## config.mk

```make
export PLATFORM = sky130hd
export DESIGN_NAME = wdt_timeout_ctrl
export DESIGN_NICKNAME = d
export VERILOG_FILES = /design/src/rtl/wdt_timeout_ctrl.sv
export SDC_FILE = /design/constraint.sdc
export NUM_CORES = 1
export LEC_CHECK = 0
export ABC_AREA = 1
export BUFFER_PORTS_ARGS = -buffer_cell sky130_fd_sc_hd__buf_2
export CAP_MARGIN = 25
export CORE_MARGIN = 4
export CORE_UTILIZATION = 40
export CTS_BUF_LIST = sky130_fd_sc_hd__clkbuf_4
export DETAILED_ROUTE_END_ITERATION = 8
export PLACE_DENSITY = 0.65
export SLEW_MARGIN = 20
export SYNTH_ARGS = -nofsm -noshare
export SYNTH_HDL_FRONTEND = slang
export SYNTH_SLANG_ARGS = --single-unit
```

## constraint.sdc

```tcl
create_clock -name clk -period 9.6 [get_ports clk]
set_clock_uncertainty 0.2 [all_clocks]
set_input_delay 0.96 -clock clk [delete_from_list [all_inputs] [get_ports clk]]
set_output_delay 0.96 -clock clk [all_outputs]
set_load 0.03 [all_outputs]
```

## src/rtl/wdt_timeout_ctrl.sv

```systemverilog
// rtl/wdt_timeout_ctrl.sv - watchdog two-stage (warning, then bite) timeout controller
module wdt_timeout_ctrl #(
  parameter int unsigned RST_PULSE_W = 16,
  parameter int unsigned CNT_W       = 32
) (
  input  logic             clk,
  input  logic             rst,
  input  logic [31:0]      cr1in,
  input  logic [CNT_W-1:0] cr2,
  input  logic [CNT_W-1:0] icr,
  output logic             cr1out,
  output logic             wdt_int,
  output logic             wdt_rst_n,
  output logic [2:0]       wdt_state
);

  typedef enum logic [2:0] {
    S_IDLE  = 3'b000,
    S_COUNT = 3'b001,
    S_WARN  = 3'b010,
    S_BITE  = 3'b011,
    S_HOLD  = 3'b100
  } state_t;

  // The pulse counter is 8 bits wide because the pulse width is limited to 1..255 cycles
  localparam logic [7:0]       PULSE_LAST = 8'(RST_PULSE_W - 1);
  localparam logic [CNT_W-1:0] CNT_ONE    = CNT_W'(1);
  localparam logic [CNT_W-1:0] CNT_MAX    = '1;

  // Input capture stage
  logic r_kick_d;
  logic r_kick;
  logic r_exp;
  logic r_en;
  logic r_inten;
  logic r_rsten;

  // FSM and counters
  state_t           r_state;
  state_t           w_state_nxt;
  logic [CNT_W-1:0] r_wcnt;
  logic [CNT_W-1:0] w_wcnt_nxt;
  logic [7:0]       r_pcnt;
  logic [7:0]       w_pcnt_nxt;

  // Registered outputs
  logic r_cr1out;
  logic r_int;
  logic r_rst_n;
  logic w_cr1out_nxt;
  logic w_int_nxt;
  logic w_rst_n_nxt;
  logic w_alarm;

  // Event decode
  logic           w_kick_edge;
  logic           w_exp;
  logic [CNT_W:0] w_wcnt_inc;
  logic           w_warn_done;
  logic           w_pulse_done;
  logic           w_unused;

  // Only the rising edge of KICK is an event; a held KICK bit is a single kick
  assign w_kick_edge = cr1in[4] & ~r_kick_d;

  // Greater-or-equal so a counter value that jumps past the timeout still expires
  assign w_exp = (cr2 != '0) && (icr >= cr2);

  // One extra bit so the +1 at a saturated counter does not wrap back to zero
  assign w_wcnt_inc  = {1'b0, r_wcnt} + {{CNT_W{1'b0}}, 1'b1};

  // A zero timeout freezes the warning window open until a kick or disable
  assign w_warn_done  = (cr2 != '0) && (w_wcnt_inc >= {1'b0, cr2});
  assign w_pulse_done = (r_pcnt == PULSE_LAST);

  // Status feedback bit and reserved control bits carry no function here
  assign w_unused = ^{cr1in[31:5], cr1in[3]};

  // Capture control bits and derived kick/expiry events so the FSM acts on aligned, registered inputs
  always_ff @(posedge clk or negedge rst) begin
    if (!rst) begin
      r_kick_d <= 1'b0;
      r_kick   <= 1'b0;
      r_exp    <= 1'b0;
      r_en     <= 1'b0;
      r_inten  <= 1'b0;
      r_rsten  <= 1'b0;
    end else begin
      r_kick_d <= cr1in[4];
      r_kick   <= w_kick_edge;
      r_exp    <= w_exp;
      r_en     <= cr1in[0];
      r_inten  <= cr1in[1];
      r_rsten  <= cr1in[2];
    end
  end

  // Next-state, counter and output decode; disable beats kick, and kick beats warning expiry
  always_comb begin
    w_state_nxt = r_state;
    w_wcnt_nxt  = r_wcnt;
    w_pcnt_nxt  = r_pcnt;

    case (r_state)
      S_IDLE: begin
        if (r_en) begin
          w_state_nxt = S_COUNT;
        end
      end

      S_COUNT: begin
        if (!r_en) begin
          w_state_nxt = S_IDLE;
        end else if (r_exp) begin
          w_state_nxt = S_WARN;
          w_wcnt_nxt  = '0;
        end
      end

      S_WARN: begin
        if (r_wcnt != CNT_MAX) begin
          w_wcnt_nxt = r_wcnt + CNT_ONE;
        end
        if (!r_en) begin
          w_state_nxt = S_IDLE;
        end else if (r_kick) begin
          w_state_nxt = S_COUNT;
        end else if (w_warn_done) begin
          w_state_nxt = r_rsten ? S_BITE : S_HOLD;
          w_pcnt_nxt  = '0;
        end
      end

      // The reset pulse always runs to completion; enable and kick are not looked at
      S_BITE: begin
        if (w_pulse_done) begin
          w_state_nxt = S_HOLD;
        end else begin
          w_pcnt_nxt = r_pcnt + 8'd1;
        end
      end

      S_HOLD: begin
        if (!r_en) begin
          w_state_nxt = S_IDLE;
        end else if (r_kick) begin
          w_state_nxt = S_COUNT;
        end
      end

      default: begin
        w_state_nxt = S_IDLE;
      end
    endcase

    // Outputs are decoded from the next state so they change on the same edge as the state
    w_alarm      = (w_state_nxt == S_WARN) || (w_state_nxt == S_BITE) || (w_state_nxt == S_HOLD);
    w_cr1out_nxt = w_alarm;
    w_int_nxt    = w_alarm & r_inten;
    w_rst_n_nxt  = (w_state_nxt != S_BITE);
  end

  // State, counters and registered outputs; reset releases the reset request immediately
  always_ff @(posedge clk or negedge rst) begin
    if (!rst) begin
      r_state  <= S_IDLE;
      r_wcnt   <= '0;
      r_pcnt   <= '0;
      r_cr1out <= 1'b0;
      r_int    <= 1'b0;
      r_rst_n  <= 1'b1;
    end else begin
      r_state  <= w_state_nxt;
      r_wcnt   <= w_wcnt_nxt;
      r_pcnt   <= w_pcnt_nxt;
      r_cr1out <= w_cr1out_nxt;
      r_int    <= w_int_nxt;
      r_rst_n  <= w_rst_n_nxt;
    end
  end

  assign cr1out    = r_cr1out;
  assign wdt_int   = r_int;
  assign wdt_rst_n = r_rst_n;
  assign wdt_state = r_state;

endmodule

```

Word level (Yosys, flattened, before mapping):

Index checks and enable logic that the tools add are counted.
Widths: inputs -> output; s select.

* $add $sub $neg: 3
* magnitude comparators: 2
* equality and inequality tests: 17
* mux-type cells: 20
* bitwise operators: 3
* reduce and logical (&&, ||, !) cells: 10

Operators by type and width (number)
* $mux 32: 3
* $pmux 32 s2: 1
* $add 32x1->33 const B: 1
* $ge 33x32->1: 1
* $add 32x1->32 const B: 1
* $ge 32x32->1: 1
* $mux 8: 4
* $ne 32x32->1 const B: 1
* $reduce_bool 32->1: 1
* $mux 3: 10
* $pmux 8 s2: 1
* $pmux 3 s5: 1
* $ne 2x2->1 const B: 7
* $eq 3x2->1 const B: 4
* $add 8x1->8 const B: 1
* $eq 8x4->1 const B: 1
* $eq 3x3->1 const B: 2
* $reduce_and 5->1: 1
* $reduce_and 4->1: 1
* $reduce_bool 2->1: 2
* $eq 3x1->1 const B: 1
* $logic_not 3->1: 1
* $ne 3x2->1 const B: 1
* $and 1x1->1: 2
* 3 further kinds: 5

* register bits: 52
* output and inout port bits: 6
* word-level logic and storage cells: 67

Longest topological paths before layout:

* word-level depth: 11
* mapped depth: 29
* depth with buffers taken out: 29

Worst setup path before layout:

OpenSTA, ideal clock, no wires.

* path type: reg-to-reg
* start: register r_wcnt[0]
* end: register r_pcnt[2]
* library setup time: 126 ps
* data arrival time: 3112 ps
* setup slack: 6162 ps
* stages on the path, launching flop included: 28
* path buffers: 1
* period minus slack after synthesis: 3438 ps
* cell sequence: dfrtp_1 > ha_1 > nand2_2 > nor2_4 > nand2_4 > nor3_2 > nand2_2 > nor2_4 > nand2_2 > nor2_2 > nand3_1 > xor2_1 > inv_1 > ha_1 > inv_1 > nor2_1 > nand2_1 > nor2_1 > nand3_1 > nand3_1 > nor2_2 > nand2_2 > nand2_2 > o21ai_2 > nand2_2 > buf_6 > nand2_1 > o21ai_1

* cells in the longest elaborated chain, start to end: 5

Ends and longest elaborated chain
* from (decl): RTL line 41 `logic [CNT_W-1:0] r_wcnt;`
* from (signal assigned): RTL line 174 `r_wcnt <= w_wcnt_nxt;`
* $add 32x1->33: RTL line 70 `assign w_wcnt_inc = {1'b0, r_wcnt} + {{CNT_W{1'b0}}, 1'b1};`
* $ge 33x32->1: RTL line 73 `assign w_warn_done = (cr2 != '0) && (w_wcnt_inc >= {1'b0, cr2});`
* $logic_and 1x1->1: RTL line 73
* $ne 2x2->1 (no source line)
* $reduce_and 5->1 (no source line)
* to (signal assigned): RTL line 175 `r_pcnt <= w_pcnt_nxt;`
* to (decl): RTL line 43 `logic [7:0] r_pcnt;`

No other way between the ends.
A chain may end at the register's enable or synchronous reset.

Final worst setup path:

* start: register r_wcnt[0]
* end: register r_pcnt[3]

Same word-level chain as after synthesis.

==> results.md <==
Die:
- The die is 115.8 um wide.
- The die covers 0.01341 mm^2.
- The row count is 39.
- 104 I/O pins were placed.
- The placeable core region is 0.01142 mm^2.
- The die is 115.8 um tall.
- The initial utilization of the core area, before any placement, comes to 40.70%.

Setup path:
- The arrival time of data at the critical path endpoint is 4060 ps.
- Data on the critical path is required at its endpoint by 9670 ps.
- The startpoint type of the worst setup path is a flop.
- The startpoint-to-endpoint class of the critical path is flop to flop.
- The minimum setup slack among reg-to-reg paths is 5610 ps.
- The critical path starts at r_wcnt[0]$_DFFE_PN0P_.
- The type of destination of the critical path is a flop.
- In this run the critical register-to-register path is launched from r_wcnt[0]$_DFFE_PN0P_.
- The highest fanout seen on the critical path is 11.

Final layout:
- The number of antenna repair diodes is 0.
- Of the cells placed in the final design, the portion with a size suffix greater than 1 is 16.43%.
- The number of nets in the final layout is 881.
- The area growth from synthesis to final layout is 13.14%.
- The number of fill cells in the layout is 1165.

Job:
- The number of max-cap violations is 0.

Synthesis:
- The Yosys step of the flow raised 0 warnings.
- The number of nets handed over by synthesis was 804.
- The fraction of synthesized area in multiplexers is 0%.
- The total standard cell area after synthesis is 0.004647 mm^2.
- Averaged over all synthesized cells, the footprint is 7.261 um^2.
- Synthesis produced a netlist whose cell count is 640.
- The simple-gate share of the synthesized area is 28.46%.
- The compound-cell area share of the yosys netlist is 9.882%.
- The fraction of the yosys area taken by sequential cells is 28.03%.
- Of the total synthesized cell area, the portion taken by full adders, half adders and majority gates is 17.77%.
- The share of the synthesized netlist area taken by xor and xnor gates is 5.654%.
- The number of synthesized register bits is 52.
- After synthesis, the largest family of logic cells by area is simple AND/OR/NAND/NOR gates.
- Counting distinct cell types in the post-synthesis netlist gives 38.

STA:
- The total negative slack is 0 ps.
- Setup violations remaining at the end of the flow were counted as 0.
- Setup repair after global routing left no endpoint under its margin.
- Of the available clock period, the critical path in the final layout requires 41.52%.
- The worst slew margin relative to its limit is 41.45%.
- The final critical delay including setup and external delays is 3986 ps.
- After layout, the worst setup slack is 5614 ps.
- The peak clock frequency supported by timing is 250.9 MHz.
- The number of max-slew violations in the final report is 0.
- The pin slew with the least headroom to its limit is 875.0 ps.
- The hold violation count in the final report is 0.

Clock tree:
- After clock tree synthesis, the clock-pin slew on the worst setup and hold paths is 170 ps.
- After clock tree synthesis, the repair step resized 0 gates.
- In this run the number of H-tree levels came out at 2.
- The count of hold-fix buffers inserted at cts is 0.
- The number of buffers on the longest clock path is 2.
- The number of clock buffers added by TritonCTS is 5.
- After clock tree synthesis, the setup repair step added 0 buffers.
- The library cell used as clock root buffer is sky130_fd_sc_hd__clkbuf_4.
- The later pin in the worst-skew pair is clocked with a latency of 380 ps.
- The tree built by TritonCTS fans out to 52 sinks.
- TritonCTS built the clock tree.

Drt:
- The number of iterations in the first detailed-routing pass is 4.
- The routed design has 11580 um of wire.
- The post-route DRC violation count is 0.
- Detailed routing inserted a total of 4353 vias.
- In the final routed layout, each cell accounts on average for 13.45 um.
- The antenna violation net count after detailed routing is 0.
- Using the TritonRoute via totals, the vias-per-cell ratio works out to 5.056.
- For this block, the initial DRC count from the detailed router was 200.

Worst hold path:
- The kind of path behind the tightest hold check is flop to flop.
- The startpoint of the lowest-slack hold path is r_kick_d$_DFF_PN0_.

Global routing:
- The total global routing track utilization is 17.50%.
- The first global-routing pass estimated 19060 um of wire.
- The initial antenna violation count was 0.
- The number of global-route vias before repair is 4264.
- Entering global routing, the biggest net connects 53 pins.
- The overall overflow remaining after global route is 0.

Place:
- The detailed placer's ending HPWL is 9443 um.
- The congestion estimate from routability-driven global placement came to 0.9187.
- The number of buffer cells added on primary ports is 75.
- The setup slack after placement is 5592 ps.

Outcome:
- The run finished with clean final reports.

Power and ir drop:
- The power density over cell area is 113.1 mW/mm^2.
- The leakage power of the design is 2.927 nW.
- Across the VDD grid, the largest voltage drop is 0.06726 mV.
critical path, stage by stage (launching register included):
cell and delay (ps):
sky130_fd_sc_hd__dfrtp_1 450, sky130_fd_sc_hd__ha_1 250, sky130_fd_sc_hd__nand2_2 90, sky130_fd_sc_hd__nor2_4 140, sky130_fd_sc_hd__nand2_4 100, sky130_fd_sc_hd__nor3_2 260, sky130_fd_sc_hd__nand2_2 130, sky130_fd_sc_hd__nor2_4 120
sky130_fd_sc_hd__nand2_2 70, sky130_fd_sc_hd__nor2_2 90, sky130_fd_sc_hd__nand3_1 90, sky130_fd_sc_hd__xor2_1 240, sky130_fd_sc_hd__inv_1 70, sky130_fd_sc_hd__ha_1 290, sky130_fd_sc_hd__nand2_1 70, sky130_fd_sc_hd__nand2_1 50
sky130_fd_sc_hd__nand2_1 50, sky130_fd_sc_hd__nand2_1 50, sky130_fd_sc_hd__a21oi_1 180, sky130_fd_sc_hd__nand3_1 120, sky130_fd_sc_hd__nor2_2 120, sky130_fd_sc_hd__nand2_2 80, sky130_fd_sc_hd__nand2_2 100, sky130_fd_sc_hd__o21ai_2 60
sky130_fd_sc_hd__nand2_2 210, sky130_fd_sc_hd__inv_1 80, sky130_fd_sc_hd__nand2_1 60, sky130_fd_sc_hd__nand2_1 40
cells by family (layout without fill, tap and decap cells):
family	after synthesis	count (layout)
fa+ha+maj	66	66
xor+xnor	30	30
buf+inv	124	202
simple gates	287	287
flops	52	52
compound gates	81	81
layout make-up:
cell class | count | area (um^2) | share of cell area (%)
clock buffers | 5 | 37.54 | 0.7139
clock inverters | 3 | 42.54 | 0.8091
inverters | 118 | 442.9 | 8.425
multi-input cells | 464 | 2870 | 54.59
flip-flops and latches | 52 | 1303 | 24.77
well taps | 143 | 178.9 | 3.403
repair buffers | 76 | 382.9 | 7.282
per-layer routing:
layer | global-route usage (%) | wire length (um) | vias up
li1 | - | - | 2246
met1 | 22.51 | 5313 | 2033
met2 | 31.49 | 5788 | 63
met3 | 1.932 | 338 | 11
met4 | 4.022 | 142 | 0
met5 | 0 | 0 | -
through the flow:
| step | utilization, % | cell area [um^2] | hold WS, ps | instances | power, mW |
|---|---|---|---|---|---|
| floorplan | - | 4647 | 176.3 | 640 | 0.4064 |
| global placement | 45.34 | 5177 | 181.1 | 853 | 0.4622 |
| detailed placement | 45.34 | 5177 | 187.2 | 853 | 0.4710 |
| CTS | 46.04 | 5258 | 209.0 | 861 | 0.6025 |
| global route | 46.04 | 5258 | 213.0 | 861 | 0.6388 |
| finish | 46.04 | 5258 | 210.0 | 861 | 0.5946 |
report_power, final:
| group | total [mW] | internal, mW | switching (mW) |
|---|---|---|---|
| sequential | 0.264 | 0.241 | 0.0236 |
| clock | 0.128 | 0.0546 | 0.0735 |
| combinational | 0.202 | 0.0687 | 0.134 |
| total | 0.595 | 0.364 | 0.231 |
placed cells by master (no fill, tap or decap), drive strengths merged, types with 2 or more instances in the layout:
cell    count
buf        76
o21ai      22
nor4        5
nor2       58
nand4      18
xor2       26
dfrtp      51
inv       118
nand2     153
o22ai      18
clkbuf      5
clkinv      2
o211ai      2
ha         66
a31oi       2
o31ai       2
xnor2       4
nand3      35
nor3       14
a21oi      31
flip-flops by register name (all words and copies together) (netlist names):
| name | flops |
|---|---|
| r_inten | 1 |
| r_rsten | 1 |
| r_wcnt | 32 |
| r_en | 1 |
| r_exp | 1 |
| r_pcnt | 8 |
| r_kick_d | 1 |
| wdt_int | 1 |
| wdt_rst_n | 1 |
| r_kick | 1 |
| cr1out | 1 |
| wdt_state | 3 |
path summary, 6_finish.rpt:
kind,endpoint,depth (start not counted)
min reg2reg,r_kick$_DFF_PN0_,1
min,r_kick$_DFF_PN0_,1
max in group asynchronous,r_pcnt[7]$_DFFE_PN0P_,2
min in group asynchronous,r_wcnt[14]$_DFFE_PN0P_,2
max reg2reg,r_pcnt[3]$_DFFE_PN0P_,27
max,r_pcnt[3]$_DFFE_PN0P_,27
synth_stat cells (all sizes together):
cell type    n  area share (%)
nand3       35             3.9
o211ai       2            0.32
and3         1            0.13
a31oi        2            0.27
nor2        58             5.9
nand2      153              13
dfstp        1            0.57
dfrtp       51              27
nor4         5            0.67
xnor2        4            0.75
xor2        26             4.9
a21boi       1            0.16
ha          66              18
inv        118             9.5
a21o         1            0.16
o22ai       18             2.4
nor3        14             1.8
o31ai        2            0.32
o21ai       22             2.5
nand4       18             2.4
nor3b        1            0.16
a21oi       31             3.3
buf          2            0.35
or3          1            0.13
clkbuf       4            0.32
or2          1            0.13
o21a         1            0.16
o221ai       1            0.19
(Power assumes the default switching activity.)
